### src/rtl/motor_drive.sv
// ---------------------------------------------------------------------------
// motor_drive
//
// Dual-channel H-bridge driver with dead-time protection and soft-start PWM.
// Each channel (left = 1, right = 0) runs its own IDLE/RUN/DEAD machine.
// A direction reversal or a stop always spends DEAD_CYCLES clocks with both
// bridge inputs low. The PWM duty ramps toward the requested duty by at most
// RAMP_STEP per PWM period.
//
// Ports
//   clk         system clock, rising edge
//   reset       asynchronous active-high reset
//   motorIn     direction request, [3:2] left, [1:0] right
//               (10 = dir A, 01 = dir B, 00 = coast, 11 = illegal)
//   motorEn     run request, [1] left, [0] right
//   duty        target duty shared by both channels
//   bridge_in   H-bridge direction pins, same mapping as motorIn
//   bridge_pwm  H-bridge enable PWM, [1] left, [0] right
//   dir_fault   sticky illegal-direction flag, [1] left, [0] right
// ---------------------------------------------------------------------------
module motor_drive #(
    parameter int PWM_BITS    = 8,
    parameter int DEAD_CYCLES = 16,
    parameter int RAMP_STEP   = 32
) (
    input  logic                clk,
    input  logic                reset,
    input  logic [3:0]          motorIn,
    input  logic [1:0]          motorEn,
    input  logic [PWM_BITS-1:0] duty,
    output logic [3:0]          bridge_in,
    output logic [1:0]          bridge_pwm,
    output logic [1:0]          dir_fault
);

    typedef enum logic [1:0] {
        ST_IDLE = 2'd0,
        ST_RUN  = 2'd1,
        ST_DEAD = 2'd2
    } state_t;

    localparam int DEAD_W = (DEAD_CYCLES > 1) ? $clog2(DEAD_CYCLES) : 1;
    // The dead counter counts down to zero; loading N-1 gives exactly N
    // clocks between DEAD entry and the exit edge.
    localparam logic [DEAD_W-1:0] DEAD_LOAD = DEAD_W'(DEAD_CYCLES - 1);

    localparam int PWM_MAX    = (1 << PWM_BITS) - 1;
    localparam int STEP_CLAMP = (RAMP_STEP > PWM_MAX) ? PWM_MAX : RAMP_STEP;
    localparam logic [PWM_BITS-1:0] STEP    = PWM_BITS'(STEP_CLAMP);
    localparam logic [PWM_BITS-1:0] CNT_MAX = '1;

    // -----------------------------------------------------------------------
    // Input capture: the raw inputs may glitch, so every decision is made on
    // these registered copies.
    // -----------------------------------------------------------------------
    logic [3:0]          in_reg;
    logic [1:0]          en_reg;
    logic [PWM_BITS-1:0] duty_reg;

    always_ff @(posedge clk or posedge reset) begin
        if (reset) begin
            in_reg   <= '0;
            en_reg   <= '0;
            duty_reg <= '0;
        end else begin
            in_reg   <= motorIn;
            en_reg   <= motorEn;
            duty_reg <= duty;
        end
    end

    // -----------------------------------------------------------------------
    // Shared free-running PWM counter
    // -----------------------------------------------------------------------
    logic [PWM_BITS-1:0] cnt_reg;
    logic [PWM_BITS-1:0] cnt_next;
    logic                wrap;

    assign cnt_next = cnt_reg + PWM_BITS'(1);
    assign wrap     = (cnt_reg == CNT_MAX);

    always_ff @(posedge clk or posedge reset) begin
        if (reset) begin
            cnt_reg <= '0;
        end else begin
            cnt_reg <= cnt_next;
        end
    end

    // -----------------------------------------------------------------------
    // Per-channel FSM, ramp and PWM
    // -----------------------------------------------------------------------
    for (genvar gi = 0; gi < 2; gi++) begin : gen_ch
        logic [1:0]          dir;
        logic                en;
        logic                legal;
        logic                illegal;
        state_t              state_reg;
        logic [1:0]          dir_lat_reg;
        logic [1:0]          pair_reg;
        logic [DEAD_W-1:0]   dead_reg;
        logic [PWM_BITS-1:0] cur_duty_reg;
        logic [PWM_BITS-1:0] ramp_val;
        logic [PWM_BITS-1:0] diff;
        logic                pwm_reg;
        logic                fault_reg;

        assign dir     = in_reg[2*gi +: 2];
        assign en      = en_reg[gi];
        assign legal   = (dir == 2'b10) || (dir == 2'b01);
        assign illegal = en && (dir == 2'b11);

        // Next ramp value: step toward the target, landing exactly on it when
        // the remaining gap is smaller than one step.
        always_comb begin
            ramp_val = duty_reg;
            diff     = '0;
            if (duty_reg > cur_duty_reg) begin
                diff = duty_reg - cur_duty_reg;
                if (diff > STEP) begin
                    ramp_val = cur_duty_reg + STEP;
                end
            end else if (duty_reg < cur_duty_reg) begin
                diff = cur_duty_reg - duty_reg;
                if (diff > STEP) begin
                    ramp_val = cur_duty_reg - STEP;
                end
            end
        end

        // The PWM bit is computed from the values the counter and cur_duty
        // take at this same edge, so the pin always equals
        // (state == RUN && counter < cur_duty) with no extra clock of lag.
        always_ff @(posedge clk or posedge reset) begin
            if (reset) begin
                state_reg    <= ST_IDLE;
                dir_lat_reg  <= 2'b00;
                pair_reg     <= 2'b00;
                dead_reg     <= '0;
                cur_duty_reg <= '0;
                pwm_reg      <= 1'b0;
                fault_reg    <= 1'b0;
            end else begin
                // Inputs are ignored mid-DEAD; they are looked at only on the
                // expiry edge.
                if (illegal && ((state_reg != ST_DEAD) || (dead_reg == '0))) begin
                    fault_reg <= 1'b1;
                end

                case (state_reg)
                    ST_IDLE: begin
                        pair_reg     <= 2'b00;
                        pwm_reg      <= 1'b0;
                        cur_duty_reg <= '0;
                        if (en && legal) begin
                            state_reg   <= ST_RUN;
                            dir_lat_reg <= dir;
                            pair_reg    <= dir;
                        end
                    end

                    ST_RUN: begin
                        // Any stop, direction change, coast or illegal code
                        // passes through DEAD so 10 <-> 01 is never direct.
                        if (!en || (dir != dir_lat_reg)) begin
                            state_reg    <= ST_DEAD;
                            pair_reg     <= 2'b00;
                            pwm_reg      <= 1'b0;
                            cur_duty_reg <= '0;
                            dead_reg     <= DEAD_LOAD;
                        end else if (wrap) begin
                            // Counter restarts at 0 on this edge.
                            cur_duty_reg <= ramp_val;
                            pwm_reg      <= (ramp_val != '0);
                        end else begin
                            pwm_reg <= (cnt_next < cur_duty_reg);
                        end
                    end

                    ST_DEAD: begin
                        pair_reg     <= 2'b00;
                        pwm_reg      <= 1'b0;
                        cur_duty_reg <= '0;
                        if (dead_reg == '0) begin
                            if (en && legal) begin
                                state_reg   <= ST_RUN;
                                dir_lat_reg <= dir;
                                pair_reg    <= dir;
                            end else begin
                                state_reg <= ST_IDLE;
                            end
                        end else begin
                            dead_reg <= dead_reg - DEAD_W'(1);
                        end
                    end

                    default: begin
                        state_reg    <= ST_IDLE;
                        pair_reg     <= 2'b00;
                        pwm_reg      <= 1'b0;
                        cur_duty_reg <= '0;
                    end
                endcase
            end
        end

        assign bridge_in[2*gi +: 2] = pair_reg;
        assign bridge_pwm[gi]       = pwm_reg;
        assign dir_fault[gi]        = fault_reg;
    end

endmodule

### config.mk
export PLATFORM = sky130hd
export DESIGN_NAME = motor_drive
export DESIGN_NICKNAME = d
export VERILOG_FILES = /design/src/rtl/motor_drive.sv
export SDC_FILE = /design/constraint.sdc
export NUM_CORES = 1
export LEC_CHECK = 0
export BUFFER_PORTS_ARGS = -buffer_cell sky130_fd_sc_hd__buf_2
export CORE_ASPECT_RATIO = 1.75
export CORE_MARGIN = 2
export CORE_UTILIZATION = 30
export DETAILED_ROUTE_END_ITERATION = 8
export PLACE_DENSITY = 0.48
export RECOVER_POWER = 100
export SLEW_MARGIN = 40
export SYNTH_ARGS = -nofsm -noshare
export SYNTH_HDL_FRONTEND = slang
export SYNTH_SLANG_ARGS = --single-unit
### constraint.sdc
create_clock -name clk -period 3.7 [get_ports clk]
set_input_delay 0.555 -clock clk [delete_from_list [all_inputs] [get_ports clk]]
set_output_delay 0.555 -clock clk [all_outputs]
set_load 0.1 [all_outputs]
Word-level counts from Yosys, hierarchy flattened:

Index checks and enable logic that the tools add are counted.

* memories: 0
* register bits after elaboration: 62
* bits of input ports: 16
* memory bits (read-only): 0
* latch bits: 0
* memory bits (writable): 0
* logic and storage cells: 144

* reductions and logical operators: 30
* equal/unequal tests: 25
* divide/modulo/power cells: 0
* shift-type cells: 0
* add/subtract/negate cells: 11
* multiply operators: 0
* bitwise operators: 0
* $lt $le $gt $ge: 10
* mux-type cells: 50

Operators by type and width (number)
* $mux W8: 14
* $gt A8 B6 Y1 const B: 4
* $lt A8 B8 Y1: 4
* $mux W2: 16
* $sub A8 B8 Y8: 4
* $pmux W2 S3: 4
* $ne A2 B2 Y1 const B: 10
* $add A8 B6 Y8 const B: 2
* $gt A8 B8 Y1: 2
* $mux W4: 4
* $pmux W4 S2: 2
* $reduce_bool A8 Y1: 2
* $sub A8 B6 Y8 const B: 2
* $eq A2 B2 Y1 const B: 6
* $reduce_and A3 Y1: 4
* $add A8 B1 Y8 const B: 1
* $eq A2 B1 Y1 const B: 4
* $eq A8 B8 Y1 const B: 1
* $logic_not A4 Y1: 2
* $mux W1: 8
* $pmux W2 S2: 2
* $reduce_bool A2 Y1: 4
* $sub A4 B1 Y4 const B: 2
* $logic_and A1 B1 Y1: 6
* other kinds (6): 16

Depth between registers and ports, before layout:

* depth after elaboration: 9
* depth in mapped cells: 14
* mapped depth without buffers: 13

Worst setup path before layout:

No wires, ideal clock.

* path kind: reg2reg
* start: reg duty_reg[0]
* end: reg gen_ch[1].pwm_reg
* required time: 3.570 ns
* cell stages (with the launch flop): 15
* buffers on the path: 1
* setup slack: 0.591 ns
* arrival time: 2.980 ns
* path through: dfrtp_1 inv_1 ha_1 inv_1 fa_1 a21o_1 o21a_1 mux4_2 a211oi_2 o21ai_2 and2_4 buf_6 mux2_4 nor4_2 nor3_2

* word-level cells in the longest chain between the ends: 9
* elaborated cells on any way between the ends: 14

RTL lines
* from (decl): line 58 `logic [PWM_BITS-1:0] duty_reg;`
* from (signal assigned): line 68 `duty_reg <= duty;`
* $sub A8 B8 Y8: line 124 `diff = cur_duty_reg - duty_reg;`
* $gt A8 B6 Y1: line 125 `if (diff > STEP) begin`
* $mux W8: line 125
* $mux W8: line 123 `end else if (duty_reg < cur_duty_reg) begin`
* $mux W8 (*): line 118 `if (duty_reg > cur_duty_reg) begin`
* $reduce_bool A8 Y1 (*): line 174 `pwm_reg <= (ramp_val != '0);`
* $mux W1 (*): line 171 `end else if (wrap) begin`
* $mux W1 (*): line 165 `if (!en || (dir != dir_lat_reg)) begin`
* $mux W1 (*): line 150 `case (state_reg)`
* to (signal assigned): line 174
* to (signal assigned): line 176 `pwm_reg <= (cnt_next < cur_duty_reg);`
* to (decl): line 105 `logic pwm_reg;`

Mark *: on every way between the ends. The rest lies on a longest branch, timed or not.
A chain may end at the register's enable or synchronous reset.

Worst setup path in the final report:

* start: reg duty_reg[0]
* end: reg gen_ch[1].cur_duty_reg[0]

* word-level cells in the longest chain between the ends: 8
* elaborated cells on any way between the ends: 13

RTL lines
* $sub A8 B8 Y8: line 124
* $gt A8 B6 Y1: line 125
* $mux W8: line 125
* $mux W8: line 123
* $mux W8 (*): line 118
* $mux W8 (*): line 171
* $mux W8 (*): line 165
* $mux W8 (*): line 150
* to (signal assigned): line 173 `cur_duty_reg <= ramp_val;`
* to (decl): line 102 `logic [PWM_BITS-1:0] cur_duty_reg;`

Mark *: on every way between the ends. The rest lies on a longest branch, timed or not. The select of a mux whose other input is x is not followed.

==> results.yml <==
global_route:
  grt_max_degree: 43
  grt_pass1_wl_mm: 19.2
  grt_pass1_vias: 3817
  grt_overflow_total: 0
  antenna_found_initial: 0
  grt_use_total: 0.162
clocking:
  ctsHoldBuffers: 0
  clk_pin_slew_ns: 0.05
  cts_num_sinks: 62
  cts_root_buf: "clkbuf_16"
  cts_buffer_depth: 2
  post_cts_resized: 0
  post_cts_buffers: 0
  cts_htree_levels: 3
  numCtsBuffers: 9
  clock_latency_ns: 0.33
  cts_tree: "done"
timing:
  max_freq_mhz: 296
  relSlewSlack: -0.238
  hold_viol: 0
  tightestPinTransition_ns: 1.85
  fin_worst_skew_ns: 0.00594
  tns_ns: 0
  finalMaxSlewViolations: 43
  timing.hold.ws_ns: 0.329
  finalCritPeriodShare: 0.914
  setup_violations: 0
  rsz0062_at_grt: "false"
  finalCriticalPeriod_ns: 3.38
floorplan:
  die_area_um2: 15800
  start_util: 0.308
  die_h_um: 165
  core_area_um2: 14400
  pin_count: 24
  die_x_um: 95.7
  row_count: 58
logic_synthesis:
  synthArstFlopShare: 1.00
  netlist_area_um2: 4420
  postSynthCellCount: 472
  yosysTopAreaCell: "dfrtp_1"
  synth_area_leaders: "dfrtp_1 35%, ha_1 15%, nand2_1 3.8%, inv_1 3.5%, a21oi_1 2.9%"
  yosys.area_share.simple: 0.176
  synth_top_area_share: 0.351
  synth_top_family_by_area: "simple AND/OR/NAND/NOR gates"
  synth_warnings: 0
  synth_cell_types: 70
  ys.flop_type: "dfrtp_1"
  synth_seq_cells: 62
  synth.yosys.seq_area_share: 0.351
  synthAdderAreaFrac: 0.159
  synth_nets: 543
  synth_xor_area_frac: 0.0495
  synth_enable_flop_cells: 0
  synth_compound_area_frac: 0.174
  syn_area_per_cell_um2: 9.36
  synthMuxAreaShare: 0.0294
cells_and_area:
  drive_gt1_frac: 0.113
  post-route-util: 0.351
  finalNetCount: 570
  fillers: 1465
  insertedDiodeCount: 0
  area_growth_pct: 14.0
  final_common_cell: "dfrtp_1"
  fin_area_um2: 5040
  largest_reg_flops: 16
  layout_common_cells: "62 x dfrtp_1, 53 x ha_1, 46 x nand2_1, 40 x inv_1, 29 x nor2_1"
critical_path:
  cpPeakStageDelay_ns: 0.47
  critPathTopFamily: "compound AO/OA/AOI/OAI gates"
  cp-end-kind: "flop"
  crit_fanout: 5
  arrival_ns: 3.58
  worst-path-buf-inv: 2
  slowest_stage: "mux4_2"
  cp-start-kind: "flop"
  path_class: "flop to flop"
  cpMostUsedCell: "inv_1"
  critical_path_required_ns: 3.90
  cp_cell_sequence: "inv_1, ha_1, inv_1, fa_1, a21o_1, o21a_1, mux4_2, a211oi_1, o21ai_2, and2_4, nand2_1, mux2i_1, nor2_1"
placement:
  dpl.hpwl_mm: 9.57
  placed_area_um2: 4730
  portBuffers: 23
  place_congestion: 0.901
min_path:
  hold_class: "input pin to flop"
detailed_routing:
  ant_nets: 0
  dr.pass1.iters: 4
  wl_per_cell_um: 17.1
  drc: 0
  vias: 3526
  drtIter0Drc: 161
  routed_wl_mm: 11.7
  viasPerCell: 5.15
power_and_ir_drop:
  total_power_w: 0.00219
  vdd_drop_max_uv: 333
  pwr_density_cell_nw_per_um2: 435
  p_leak_nw: 2.23
status:
  violations: "max-capacitance violations, max-slew violations"
  outcome: "finished with violations"
flow_run:
  max-cap-violations: 1
==> cell families (layout without fill, tap and decap cells) <==
logic type | after synthesis | count (layout)
flip-flops | 62 | 62
buffers and inverters | 59 | 91
XOR/XNOR | 25 | 25
adder cells (fa/ha/maj) | 55 | 55
AND/OR/NAND/NOR | 151 | 151
multiplexers | 11 | 11
AO/OA/AOI/OAI | 109 | 109
==> path summary, 6_finish.rpt <==
| path | startpoint | to | slack (ns) | cells past startpoint |
|---|---|---|---|---|
| setup / recovery | duty_reg[0] | gen_ch[1].cur_duty_reg[0] | 0.32 | 13 |
| hold / removal | duty[7] | duty_reg[7] | 0.33 | 1 |
| setup reg to reg | duty_reg[0] | gen_ch[1].cur_duty_reg[0] | 0.32 | 13 |
| hold reg to reg | gen_ch[1].fault_reg | gen_ch[1].fault_reg | 0.47 | 1 |
| max in group asynchronous | reset | duty_reg[4] | 1.32 | 3 |
| min in group asynchronous | reset | gen_ch[0].dead_reg[3] | 0.69 | 2 |
==> cells in the mapped netlist (all sizes together), types with 3 or more instances <==
library cell / n
nor3b: 3
mux2i: 7
and3: 6
a21o: 11
clkbuf: 6
mux2: 3
nor2b: 8
a211oi: 8
nor2: 29
ha: 53
nand3b: 4
o21a: 5
nand2b: 5
a21oi: 27
o21ai: 16
or4: 3
nor3: 11
nor4: 7
inv: 41
nand3: 17
xor2: 11
o31ai: 9
o211ai: 6
a31oi: 5
dfrtp: 62
nand2: 46
xnor2: 14
a221oi: 4
buf: 11
==> metal layers <==
metal  global-route usage  wire length [µm]  vias to the layer above
li1                     -                 -                     1725
met5                    0                 0                        -
met2                0.312              6820                       64
met4                0.102               619                        0
met3               0.0233               206                       36
met1                0.156              4060                     1701
==> area by class of cell <==
class | count | area (µm²) | area share
multi-input cells | 351 | 2590 | 0.514
clock inverters | 3 | 65.1 | 0.0129
clock buffers | 13 | 270 | 0.0537
repair buffers | 33 | 175 | 0.0348
well taps | 180 | 225 | 0.0447
inverters | 42 | 159 | 0.0315
flip-flops and latches | 62 | 1550 | 0.308
==> worst reg2reg max path, delay by kind of cell, from the launching register on <==
family	cells	cell delay, ns
AOI/OAI and AO/OA	4	0.82
muxes	2	0.70
adders and majority gates	2	0.60
and+or+nand+nor	3	0.53
DFF	1	0.42
buffers and inverters	2	0.19
==> stage by stage <==
step	setup WS [ns]	cells
2_1_floorplan	0.591	472
3_3_place_gp	0.402	668
3_5_place_dp	0.380	668
4_1_cts	0.358	684
5_1_grt	0.125	684
6_report	0.320	684
==> where the power goes <==
| group | internal, W | leakage, nW | switching (W) | total (W) |
|---|---|---|---|---|
| clock network | 0.000643 | 0.166 | 0.000286 | 0.000929 |
| registers | 0.000765 | 0.766 | 0.0000688 | 0.000834 |
| logic | 0.000160 | 1.30 | 0.000266 | 0.000426 |
(Power assumes the default switching activity.)
